## config.mk

```make
export PLATFORM = sky130hd
export DESIGN_NAME = spi_slave_top_flat
export DESIGN_NICKNAME = d
export VERILOG_FILES = /design/src/rtl/spi_pkg.sv /design/src/rtl/spi_slave_top_if.sv /design/src/rtl/spi_sync_edge.sv /design/src/rtl/spi_slave_top.sv /design/src/flat_wrapper.sv
export SDC_FILE = /design/constraint.sdc
export NUM_CORES = 1
export LEC_CHECK = 0
export CAP_MARGIN = 25
export CORE_ASPECT_RATIO = 0.75
export CORE_MARGIN = 1.5
export CORE_UTILIZATION = 48
export DETAILED_ROUTE_END_ITERATION = 12
export PLACE_DENSITY = 0.8
export SLEW_MARGIN = 10
export SYNTH_ARGS = -nofsm -noshare
export SYNTH_HDL_FRONTEND = slang
export SYNTH_HIERARCHICAL = 1
export SYNTH_SLANG_ARGS = --single-unit
```

## constraint.sdc

```tcl
create_clock -name clk_i -period 2.4 [get_ports clk_i]
set_input_delay 0.48 -clock clk_i [delete_from_list [all_inputs] [get_ports clk_i]]
set_output_delay 0.48 -clock clk_i [all_outputs]
set_load 0.02 [all_outputs]
```

## src/rtl/spi_pkg.sv

```systemverilog
// spi_pkg: register map, status bit positions and SPI mode helpers shared by the SPI master and slave
package spi_pkg;
  typedef enum logic [2:0] {
    ADR_RXD  = 3'd0,
    ADR_TXD  = 3'd1,
    ADR_STAT = 3'd2,
    ADR_CTRL = 3'd3
  } reg_adr_e;

  localparam int ST_TXE = 0;
  localparam int ST_RXF = 1;
  localparam int ST_OVR = 2;

  localparam logic [7:0] IDLE_BYTE = 8'hFF;

  typedef struct packed {
    logic cpol;
    logic cpha;
  } spi_mode_t;

  // A mode parameter of 0..3 is hard-wired; anything else defers to the control register.
  function automatic spi_mode_t mode_sel(int mode, logic cpolr, logic cphar);
    spi_mode_t m;
    if (mode >= 0 && mode <= 3) begin
      m.cpol = mode[1];
      m.cpha = mode[0];
    end else begin
      m.cpol = cpolr;
      m.cpha = cphar;
    end
    return m;
  endfunction

  // Byte presented on MISO at the start of a transfer: pending TX data or all ones.
  function automatic logic [7:0] tx_reload(logic txv, logic [7:0] txb);
    return txv ? txb : IDLE_BYTE;
  endfunction
endpackage

```

## src/rtl/spi_slave_top_if.sv

```systemverilog
// spi_slave_top_if: zero-wait Wishbone register bus between CPU and the SPI slave
interface spi_slave_top_if;
  logic        stb;
  logic        cyc;
  logic        we;
  logic [2:0]  adr;
  logic [31:0] wdat;
  logic [31:0] rdat;
  logic        ack;

  modport master (output stb, cyc, we, adr, wdat, input rdat, ack);
  modport slave (input stb, cyc, we, adr, wdat, output rdat, ack);
endinterface

```

## src/rtl/spi_sync_edge.sv

```systemverilog
// spi_sync_edge: multi-flop synchroniser for an SPI pin followed by a rise/fall detector
module spi_sync_edge #(
  parameter int   STAGES = 2,
  parameter logic INIT   = 1'b0
) (
  input  logic clk_i,
  input  logic rst_i,
  input  logic d,
  output logic q,
  output logic rise,
  output logic fall
);
  logic [STAGES-1:0] chain;
  logic              prev;

  // shift the pin through the synchroniser and keep one extra flop for edge detection
  always_ff @(posedge clk_i or posedge rst_i) begin
    if (rst_i) begin
      chain <= {STAGES{INIT}};
      prev  <= INIT;
    end else begin
      chain <= {chain[STAGES-2:0], d};
      prev  <= chain[STAGES-1];
    end
  end

  assign q    = chain[STAGES-1];
  assign rise = q & ~prev;
  assign fall = ~q & prev;
endmodule

```

## src/rtl/spi_slave_top.sv

```systemverilog
// spi_slave_top: Wishbone-attached SPI target with one-deep RX/TX buffers and a level interrupt
module spi_slave_top
  import spi_pkg::*;
#(
  parameter int SPI_MODE    = 4,
  parameter int SYNC_STAGES = 2
) (
  input  logic             clk_i,
  input  logic             rst_i,
  spi_slave_top_if.slave   bus,
  output logic             int_o,
  input  logic             SCLK,
  input  logic             SS_N,
  input  logic             MOSI,
  output logic             MISO,
  output logic             MISO_OE
);
  logic       sclk_q, sclk_rise, sclk_fall;
  logic       ss_q, ss_rise, ss_fall;
  logic       mosi_q;
  logic       unused_sclk_q, unused_mosi_rise, unused_mosi_fall;
  logic       unused_wdat;
  logic [7:0] rxd, txb, tx_sr;
  logic [6:0] rx_sr;
  logic [2:0] cnt;
  logic [2:0] stat;
  logic       rxf, txv, ovr, rxien, txien, cpolr, cphar, skip;
  logic       leading, trailing, sample, shift, rd, wr;
  spi_mode_t  mode_l, mode_now;

  spi_sync_edge #(.STAGES(SYNC_STAGES), .INIT(1'b0)) u_sclk (
    .clk_i(clk_i), .rst_i(rst_i), .d(SCLK), .q(sclk_q), .rise(sclk_rise), .fall(sclk_fall)
  );
  spi_sync_edge #(.STAGES(SYNC_STAGES), .INIT(1'b1)) u_ss (
    .clk_i(clk_i), .rst_i(rst_i), .d(SS_N), .q(ss_q), .rise(ss_rise), .fall(ss_fall)
  );
  spi_sync_edge #(.STAGES(SYNC_STAGES), .INIT(1'b0)) u_mosi (
    .clk_i(clk_i), .rst_i(rst_i), .d(MOSI), .q(mosi_q), .rise(unused_mosi_rise), .fall(unused_mosi_fall)
  );

  assign unused_sclk_q = sclk_q;
  assign unused_wdat   = ^bus.wdat[31:8];
  assign mode_now = mode_sel(SPI_MODE, cpolr, cphar);
  assign leading  = mode_l.cpol ? sclk_fall : sclk_rise;
  assign trailing = mode_l.cpol ? sclk_rise : sclk_fall;
  assign sample   = mode_l.cpha ? trailing : leading;
  assign shift    = mode_l.cpha ? leading : trailing;
  assign rd       = bus.stb & bus.cyc & ~bus.we;
  assign wr       = bus.stb & bus.cyc & bus.we;

  // assemble status from the named bit positions
  always_comb begin
    stat = '0;
    stat[ST_TXE] = ~txv;
    stat[ST_RXF] = rxf;
    stat[ST_OVR] = ovr;
  end

  // zero-wait read mux; unmapped addresses read as zero
  always_comb begin
    bus.rdat = bus.adr == ADR_RXD  ? {24'd0, rxd} :
               bus.adr == ADR_TXD  ? {24'd0, txb} :
               bus.adr == ADR_STAT ? {29'd0, stat} :
               bus.adr == ADR_CTRL ? {30'd0, cpolr, cphar} : 32'd0;
  end

  assign bus.ack = bus.stb & bus.cyc;
  assign int_o   = (rxf & rxien) | (~txv & txien);
  assign MISO    = tx_sr[7];
  assign MISO_OE = ~ss_q;

  // SPI framing, shifting and register writes; later statements win on same-cycle conflicts
  always_ff @(posedge clk_i or posedge rst_i) begin
    if (rst_i) begin
      rxd    <= '0;
      txb    <= '0;
      rxf    <= 1'b0;
      txv    <= 1'b0;
      ovr    <= 1'b0;
      rxien  <= 1'b0;
      txien  <= 1'b0;
      cpolr  <= 1'b0;
      cphar  <= 1'b0;
      tx_sr  <= IDLE_BYTE;
      rx_sr  <= '0;
      cnt    <= '0;
      skip   <= 1'b0;
      mode_l <= '0;
    end else begin
      if (rd && bus.adr == ADR_RXD) rxf <= 1'b0;
      if (ss_fall) begin
        mode_l <= mode_now;
        tx_sr  <= tx_reload(txv, txb);
        txv    <= 1'b0;
        cnt    <= '0;
        skip   <= mode_now.cpha;
      end else if (ss_rise) begin
        cnt <= '0;
      end else if (!ss_q) begin
        if (sample) begin
          rx_sr <= {rx_sr[5:0], mosi_q};
          cnt   <= cnt + 3'd1;
          if (cnt == 3'd7) begin
            rxd   <= {rx_sr, mosi_q};
            rxf   <= 1'b1;
            ovr   <= ovr | rxf;
            tx_sr <= tx_reload(txv, txb);
            txv   <= 1'b0;
            skip  <= 1'b1;
          end
        end
        if (shift) begin
          if (skip) skip <= 1'b0;
          else tx_sr <= {tx_sr[6:0], 1'b1};
        end
      end
      if (wr && bus.adr == ADR_TXD) begin
        txb <= bus.wdat[7:0];
        txv <= 1'b1;
      end
      if (wr && bus.adr == ADR_STAT) begin
        if (bus.wdat[2]) ovr <= 1'b0;
        rxien <= bus.wdat[1];
        txien <= bus.wdat[0];
      end
      if (wr && bus.adr == ADR_CTRL) begin
        cpolr <= bus.wdat[1];
        cphar <= bus.wdat[0];
      end
    end
  end
endmodule

```

## src/flat_wrapper.sv

```systemverilog
// flat-port wrapper written by rule: the top's interface ports become plain ports
module spi_slave_top_flat import spi_pkg::*;
#(
  parameter int SPI_MODE    = 4,
  parameter int SYNC_STAGES = 2
)
  (clk_i, rst_i, int_o, SCLK, SS_N, MOSI, MISO, MISO_OE, bus_stb, bus_cyc, bus_we, bus_adr, bus_wdat, bus_rdat, bus_ack);
  spi_slave_top_if bus_i ();
  input  logic clk_i;
  input  logic rst_i;
  output logic int_o;
  input  logic SCLK;
  input  logic SS_N;
  input  logic MOSI;
  output logic MISO;
  output logic MISO_OE;
  input wire logic [$bits(bus_i.stb)-1:0] bus_stb;
  input wire logic [$bits(bus_i.cyc)-1:0] bus_cyc;
  input wire logic [$bits(bus_i.we)-1:0] bus_we;
  input wire logic [$bits(bus_i.adr)-1:0] bus_adr;
  input wire logic [$bits(bus_i.wdat)-1:0] bus_wdat;
  output wire logic [$bits(bus_i.rdat)-1:0] bus_rdat;
  output wire logic [$bits(bus_i.ack)-1:0] bus_ack;
  assign bus_i.stb = bus_stb;
  assign bus_i.cyc = bus_cyc;
  assign bus_i.we = bus_we;
  assign bus_i.adr = bus_adr;
  assign bus_i.wdat = bus_wdat;
  assign bus_rdat = bus_i.rdat;
  assign bus_ack = bus_i.ack;
  spi_slave_top #(.SPI_MODE(SPI_MODE), .SYNC_STAGES(SYNC_STAGES)) u_core (.clk_i(clk_i), .rst_i(rst_i), .bus(bus_i), .int_o(int_o), .SCLK(SCLK), .SS_N(SS_N), .MOSI(MOSI), .MISO(MISO), .MISO_OE(MISO_OE));
endmodule
```

# Word level (Yosys, flattened, before mapping)
# Index checks and enable logic that the tools add are counted.
[word_totals] n_memories=0 mem_bits_rw=0 romBits=0 latchBits=0 output_inout_bits=36 reg_bits=52
[classes] n_bitwise=19 n_div=0 n_shift=0 n_lt_le_gt_ge=0 reduce_logical=13 addsub=1 mux=46 n_eq_ne=9 mul=0
[op_table] cell="32-bit two-way mux" count=3
[op_table] cell="8-bit two-way mux" count=8
[op_table] cell="1-bit two-way mux" count=30
[op_table] cell="3-bit two-way mux" count=4
[op_table] cell="1-bit AND" count=9
[op_table] cell="3-bit nonzero test" count=3
[op_table] cell="1-bit inverter" count=8
[op_table] cell="4-bit AND reduction" count=2
[op_table] cell="3-bit by 2-bit == test with 1-bit output, second input constant" count=2
[op_table] cell="3-bit by 1-bit != test with 1-bit output, second input constant" count=2
[op_table] cell="5-bit AND reduction" count=1
[op_table] cell="1-bit logical AND" count=4
[op_table] cell="2-bit AND reduction" count=2
[op_table] cell="3-bit by 1-bit adder with 3-bit output, second input constant" count=1
[op_table] cell="3-bit by 1-bit == test with 1-bit output, second input constant" count=1
[op_table] cell="3-bit == test, second input constant" count=1
[op_table] cell="3-bit zero test" count=1
[op_table] cell="3-bit != test, second input constant" count=1
[op_table] cell="2-bit two-way mux" count=1
[op_table] cell="2-bit by 1-bit != test with 1-bit output, second input constant" count=1
[op_table] cell="2-bit != test, second input constant" count=1
[op_table] cell="1-bit bitwise OR" count=2

# Logic depth before layout (Yosys ltp)
# Gate-level depths: netlist of the first run.
[depth] word_depth=10 ltp_mapped=6 ltp_nobuf=6

# Modules after synthesis
# The synthesis of the first run kept the hierarchy.
[modules_own_cells] mod="spi_slave_top" area_per_inst_um2=2519.9 n_inst=1 cells_per_inst=229 seq_area_each_um2=1111.1
[modules_own_cells] mod="spi_sync_edge at u_core.u_mosi ..." area_per_inst_um2=93.8 n_inst=2 cells_per_inst=6 seq_area_each_um2=75.1
[modules_own_cells] mod="spi_sync_edge at u_core.u_ss" area_per_inst_um2=97.6 n_inst=1 cells_per_inst=6 seq_area_each_um2=78.8

# Worst setup path after synthesis of the first run
# Ideal clock, no wire load.
[synth_timing] kind="reg2reg" startpoint="register u_core.u_ss.chain[1]" endpoint="register u_core.rx_sr[0]" required_time_ns=2.272 t_arrival_ns=1.889 stages_incl_launch_ff=6 setup_time_ns=0.128 slack_ns=0.384 n_path_buf=1 path_cell_list="dfstp_2 and2b_2 or3_1 clkbuf_1 nor2_4 mux2_1"
[synth_between] elab_chain_len=4 word_cells_on_any_way=6 classes_between="bitwise: 5; reduce/logical: 1"
[synth_rtl] element="start, declared" line="spi_sync_edge.sv:13" text="logic [STAGES-1:0] chain;"
[synth_rtl] element="start signal, assigned" line="spi_sync_edge.sv:19" text="chain <= {STAGES{INIT}};"
[synth_rtl] element="start signal, assigned" line="spi_sync_edge.sv:22" text="chain <= {chain[STAGES-2:0], d};"
[synth_rtl] element="1-bit inverter (no line)"
[synth_rtl] element="1-bit AND" line="spi_sync_edge.sv:29" text="assign fall = ~q & prev;"
[synth_rtl] element="via u_core.ss_fall" line="spi_slave_top.sv:19" text="logic ss_q, ss_rise, ss_fall;"
[synth_rtl] element="1-bit inverter (no line)"
[synth_rtl] element="4-bit AND reduction (no line)"
[synth_rtl] element="end signal, assigned" line="spi_slave_top.sv:101" text="rx_sr <= {rx_sr[5:0], mosi_q};"
[synth_rtl] element="end, declared" line="spi_slave_top.sv:24" text="logic [6:0] rx_sr;"
# The timed path passes the listed nets, and every way through them passes these cells.
# A chain may end at the register's enable or synchronous reset.

# Worst setup path in the final report of the first run
[layout_timing] startpoint="input bus_adr[0]" endpoint="output bus_rdat[2]"
[layout_between] elab_chain_len=4 word_cells_on_any_way=6 classes_between="eq/ne: 2; mux: 3; reduce/logical: 1"
[layout_rtl] element="start, declared" line="flat_wrapper.sv:20" text="input wire logic [$bits(bus_i.adr)-1:0] bus_adr;"
[layout_rtl] element="3-bit by 2-bit == test with 1-bit output" line="spi_slave_top.sv:63" text="bus.adr == ADR_STAT ? {29'd0, stat} :"
[layout_rtl] element="32-bit two-way mux" line="spi_slave_top.sv:63"
[layout_rtl] element="32-bit two-way mux" line="spi_slave_top.sv:62" text="bus.adr == ADR_TXD ? {24'd0, txb} :"
[layout_rtl] element="32-bit two-way mux (*)" line="spi_slave_top.sv:61" text="bus.rdat = bus.adr == ADR_RXD ? {24'd0, rxd} :"
[layout_rtl] element="end, declared" line="flat_wrapper.sv:22" text="output wire logic [$bits(bus_i.rdat)-1:0] bus_rdat;"
# Mark *: on every way between the ends. The rest lies on a longest branch, timed or not.

==> results.yml, run 1 <==
outcome:
  status: "complete, no violations"
clock_network:
  cts_tree: "yes"
  clkLatencyLatePin_ns: 0.30
  clock-root-buffer: "clkbuf_8"
  post_cts_buffers: 0
  h-tree-depth: 2
  clk_pin_slew_worst_paths_ns: 0.08
  cts-buffers-inserted: 5
  clock_path_buffers: 2
  ctsHoldBuffers: 0
  clock_sinks: 52
power:
  leakagePower_nw: 1.476
  power.density_nw_per_um2: 677.5
  vdd_ir_drop_max_uv: 439.4
drt:
  drc: 0
  routed_wl_um: 5436
  via_per_inst: 5.281
  first_pass_iters: 4
  ant_nets: 0
  wl_per_cell_um: 15.10
  drtIter0Drc: 72
  vias: 1901
worst_setup_path:
  startpoint: "bus_adr[0]"
  reg2regPathDepth: 5
  critPathKind: "input pin to primary output"
  r2r_start: "u_core/u_ss/chain[1]"
  r2r_slack_ns: 0.24
  endpoint: "bus_rdat[2]"
  crit_required_ns: 1.92
  cp-start-kind: "input pin"
  crit_fanout: 6
  arrival_ns: 1.83
  r2r-end: "u_core/rxd[7]"
  end_kind: "primary output"
yosys:
  synth_warnings: 6
  syn_inst: 244
  syn_area_per_cell_sq_um: 11.33
  netlist_area_sq_um: 2765
sta:
  skew_ns: 0.006049
  rsz0062_at_grt: "no"
  fmax_ghz: 0.4325
  period_needed_ns: 2.312
  slew_viol_final: 0
  worstMarginPinSlew_ns: 0.6538
  setup_violations: 0
  fin_setup_tns_ns: 0
  slew_headroom: 0.5625
  fin_crit_sh: 0.9633
  finalHoldViolations: 0
grt:
  grt_pass1_vias: 1869
  grt_use_total: 0.1945
  grt-ovfl-total: 0
  grt_pass1_wl_um: 9259
  grt_max_degree: 45
  antenna_found_initial: 0
layout:
  mostFrequentLayoutCell: "dfrtp_1"
  nNetsFinal: 329
  layout-drive-gt1-share: 0.2246
  n_antenna_cell: 0
  mostFrequentLayoutCells: "dfrtp_1, conb_1, clkdlybuf4s50_1, mux2_2, inv_1"
  synthToLayoutAreaGrowth_pct: 15.70
  final_cells: 360
placed_design:
  place_inst: 352
  gp_congestion: 0.8112
  hpwl_um: 4026
  port_buffers: 30
floorplan:
  ios: 79
  die_w_um: 90.64
  fp.dieH_um: 68.73
  core_sq_um: 5439
  rows: 23
  start_util: 0.5084
  die_area_sq_um: 6230
min_path:
  hold_class: "flop to flop"
job:
  drv_cap: 0
-- per-stage QoR --
step                setup WS [ns]  cell area (sq um)    util  power [mW]  hold WS, ns
detailed placement        -0.4117               3117  0.5730       1.680       0.3356
floorplan                  0.3835               2851       -       1.534       0.2212
global placement          -0.4059               3117  0.5730       1.649       0.3333
global route              0.01196               3199  0.5882       2.298       0.3656
finish                    0.08812               3199  0.5882       2.167       0.3524
CTS                       0.08825               3199  0.5882       2.186       0.3562
-- worst min-delay path by stage --
stage	startpoint	slack (ns)	end	depth (start not counted)
6_report	u_core/u_mosi/chain[0]	0.35	u_core/u_mosi/chain[1]	0
5_1_grt	u_core/u_ss/chain[0]	0.37	u_core/u_ss/chain[1]	0
4_1_cts	u_core/u_mosi/chain[0]	0.36	u_core/u_mosi/chain[1]	0
3_5_place_dp	u_core/u_mosi/chain[0]	0.34	u_core/u_mosi/chain[1]	0
3_3_place_gp	u_core/u_sclk/chain[0]	0.33	u_core/u_sclk/chain[1]	0
2_1_floorplan	rst_i	0.22	u_core/u_mosi/chain[0]	1
-- sequential cells by signal (all words and copies together) (netlist names), 3 cells and up --
signal        count
u_core/txb        8
u_core/rxd        8
u_core/rx_sr      7
u_core/cnt        3
u_core/tx_sr      8
-- area by class of cell --
cell class                      instances  area [sq um]
Timing Repair Buffer                   40         366.6
Multi-Input combinational cell        170          1276
Clock buffer                            8         90.09
Fill cell                             464          2240
Inverter                               15         56.30
Tap cell                               75         93.84
Sequential cell                        52          1316
-- layer usage --
metal	track usage	part of all wire	vias up
li1	-	-	896
met1	0.2688	0.49	951
met2	0.3148	0.45	52
met3	0.04715	0.049	2
met4	0.04365	0.0029	0
met5	0	0	-
-- power breakdown --
part	total [mW]	internal (mW)	switching (mW)
sequential	1.15	1.03	0.115
clock	0.509	0.236	0.274
combinational	0.509	0.252	0.257
total	2.17	1.52	0.646
-- critical path, cell delays in order --
cell and delay [ns]:
dlygate4sd2_1 0.31, buf_4 0.21, nor2_1 0.10, a21oi_1 0.05
nor2_1 0.08, clkdlybuf4s50_1 0.60
-- timing repair --
action	4_1_cts	5_1_grt
endpoints found under the hold margin	0	0
setup endpoints to repair	8	0
gates resized for setup	12	0
(Power assumes the default switching activity.)
==> run 2, diff against run 1 <==
CAP_MARGIN = 0   (was 25)
REMOVE_ABC_BUFFERS = 1   (was not set)
==> results.yml, run 2 (same netlist as run 1, synthesis figures left out) <==
grt:
  grt_use_total: 0.1876
  antenna_found_initial: 0
  grt_max_degree: 45
  grt_pass1_vias: 1884
  grt-ovfl-total: 0
  grt_pass1_wl_um: 9025
power:
  swShare: 0.3043
  internal_power_mw: 1.492
  leakagePower_nw: 1.481
  combPwrFrac: 0.235
  vdd_ir_drop_max_uv: 325.9
  seqPwrFrac: 0.537
  clkPwrFrac: 0.228
  power.density_nw_per_um2: 672.0
  switchingPower_mw: 0.6528
drt:
  drc: 0
  vias: 1913
  via_per_inst: 5.314
  routed_wl_um: 5474
  drtIter0Drc: 96
  ant_nets: 0
  first_pass_iters: 4
  wl_per_cell_um: 15.21
sta:
  worstMarginPinSlew_ns: 0.6177
  setup_violations: 0
  finalHoldViolations: 0
  skew_ns: 0.008645
  slew_headroom: 0.5867
  rsz0062_at_grt: "no"
  setup_ws_ns: 0.07703
  slew_viol_final: 0
  period_needed_ns: 2.323
  fin_setup_tns_ns: 0
  fin_crit_sh: 0.9679
  fmax_ghz: 0.4305
worst_setup_path:
  cp-start-kind: "input pin"
  max_stage_delay_ns: 0.58
  arrival_ns: 1.84
  critPathKind: "input pin to primary output"
  end_kind: "primary output"
  cp.buffers_inverters: 2
  crit_required_ns: 1.92
  cp_top_family: "buffers and inverters"
  slowest_stage: "clkdlybuf4s50_1"
  crit_chain: "clkdlybuf4s50_1 > mux4_2 > nor2b_1 > dlygate4sd2_1"
  crit_fanout: 5
clock_network:
  clkLatencyLatePin_ns: 0.30
  clock-root-buffer: "clkbuf_8"
  cts_tree: "yes"
  clock_path_buffers: 2
  clock_sinks: 52
  h-tree-depth: 2
  cts-buffers-inserted: 5
  ctsHoldBuffers: 0
  clk_pin_slew_worst_paths_ns: 0.09
job:
  drv_cap: 0
placed_design:
  hpwl_um: 4212
  dp_slack_ns: -0.3585
  gp_congestion: 0.8310
  place_inst: 352
  port_buffers: 30
floorplan:
  die_w_um: 90.64
  core_sq_um: 5439
  rows: 23
  fp.dieH_um: 68.73
  die_area_sq_um: 6230
  ios: 79
  start_util: 0.5084
layout:
  mostFrequentLayoutCell: "dfrtp_1"
  fill_cells: 468
  mostFrequentLayoutCells: "dfrtp_1, conb_1, clkdlybuf4s50_1, mux2_2, inv_1"
  layout-drive-gt1-share: 0.2211
  final_cells: 360
  synthToLayoutAreaGrowth_pct: 15.43
  largestRegisters: "u_core/rxd (8), u_core/tx_sr (8), u_core/txb (8)"
  nNetsFinal: 329
  n_antenna_cell: 0
min_path:
  hold_class: "flop to flop"
outcome:
  status: "complete, no violations"
==> run 2: metal layers <==
metal,share of wire,global-route usage,up-vias
met3,0.047,0.03947,2
li1,-,-,899
met5,0,0,-
met1,0.48,0.2524,956
met2,0.47,0.3055,56
met4,0.0042,0.06746,0
==> run 2: final cells by class <==
type,instances,area (sq um),area share
timing repair buffer,40,364.1,0.1141
sequential,52,1315,0.4120
clock inverter,2,13.76,0.004312
inverter,15,56.30,0.01764
multi-input combinational,170,1276,0.3998
clock buffer,6,72.57,0.02274
tap,75,93.84,0.02940
==> run 2: final timing paths <==
path / from / end / slack (ns) / cells past startpoint
setup / recovery: bus_adr[0] / bus_rdat[0] / 0.08 / 4
min in group asynchronous: rst_i / u_core/u_mosi/chain[1] / 0.42 / 2
max in group asynchronous: rst_i / u_core/tx_sr[0] / 1.30 / 3
hold reg to reg: u_core/u_mosi/chain[0] / u_core/u_mosi/chain[1] / 0.35 / 0
hold / removal: u_core/u_mosi/chain[0] / u_core/u_mosi/chain[1] / 0.35 / 0
setup reg to reg: u_core/u_ss/chain[1] / u_core/tx_sr[1] / 0.24 / 4
==> run 2: per-stage QoR <==
stage | hold slack (ns) | power (mW) | instance area, sq um | utilization
after global routing | 0.3651 | 2.266 | 3192 | 0.5868
final | 0.3539 | 2.145 | 3192 | 0.5868
after detailed placement | 0.3356 | 1.679 | 3117 | 0.5730
after CTS | 0.3582 | 2.169 | 3192 | 0.5868
after floorplan | 0.2212 | 1.498 | 2648 | -
after global placement | 0.3335 | 1.653 | 3117 | 0.5730
==> run 2: power groups by stage <==
stage                     Clock, mW  Sequential, mW  Combinational, mW
after global placement            0            1.16              0.494
after CTS                     0.511            1.15              0.508
after global routing          0.547            1.17              0.547
final                         0.489            1.15              0.505
after detailed placement          0            1.17              0.513
after floorplan                   0            1.13              0.370
==> run 2: what timing repair did <==
action                     in CTS  in global routing
resized for setup               9                  0
setup endpoints to repair       8                  0
setup buffers                   0                  0
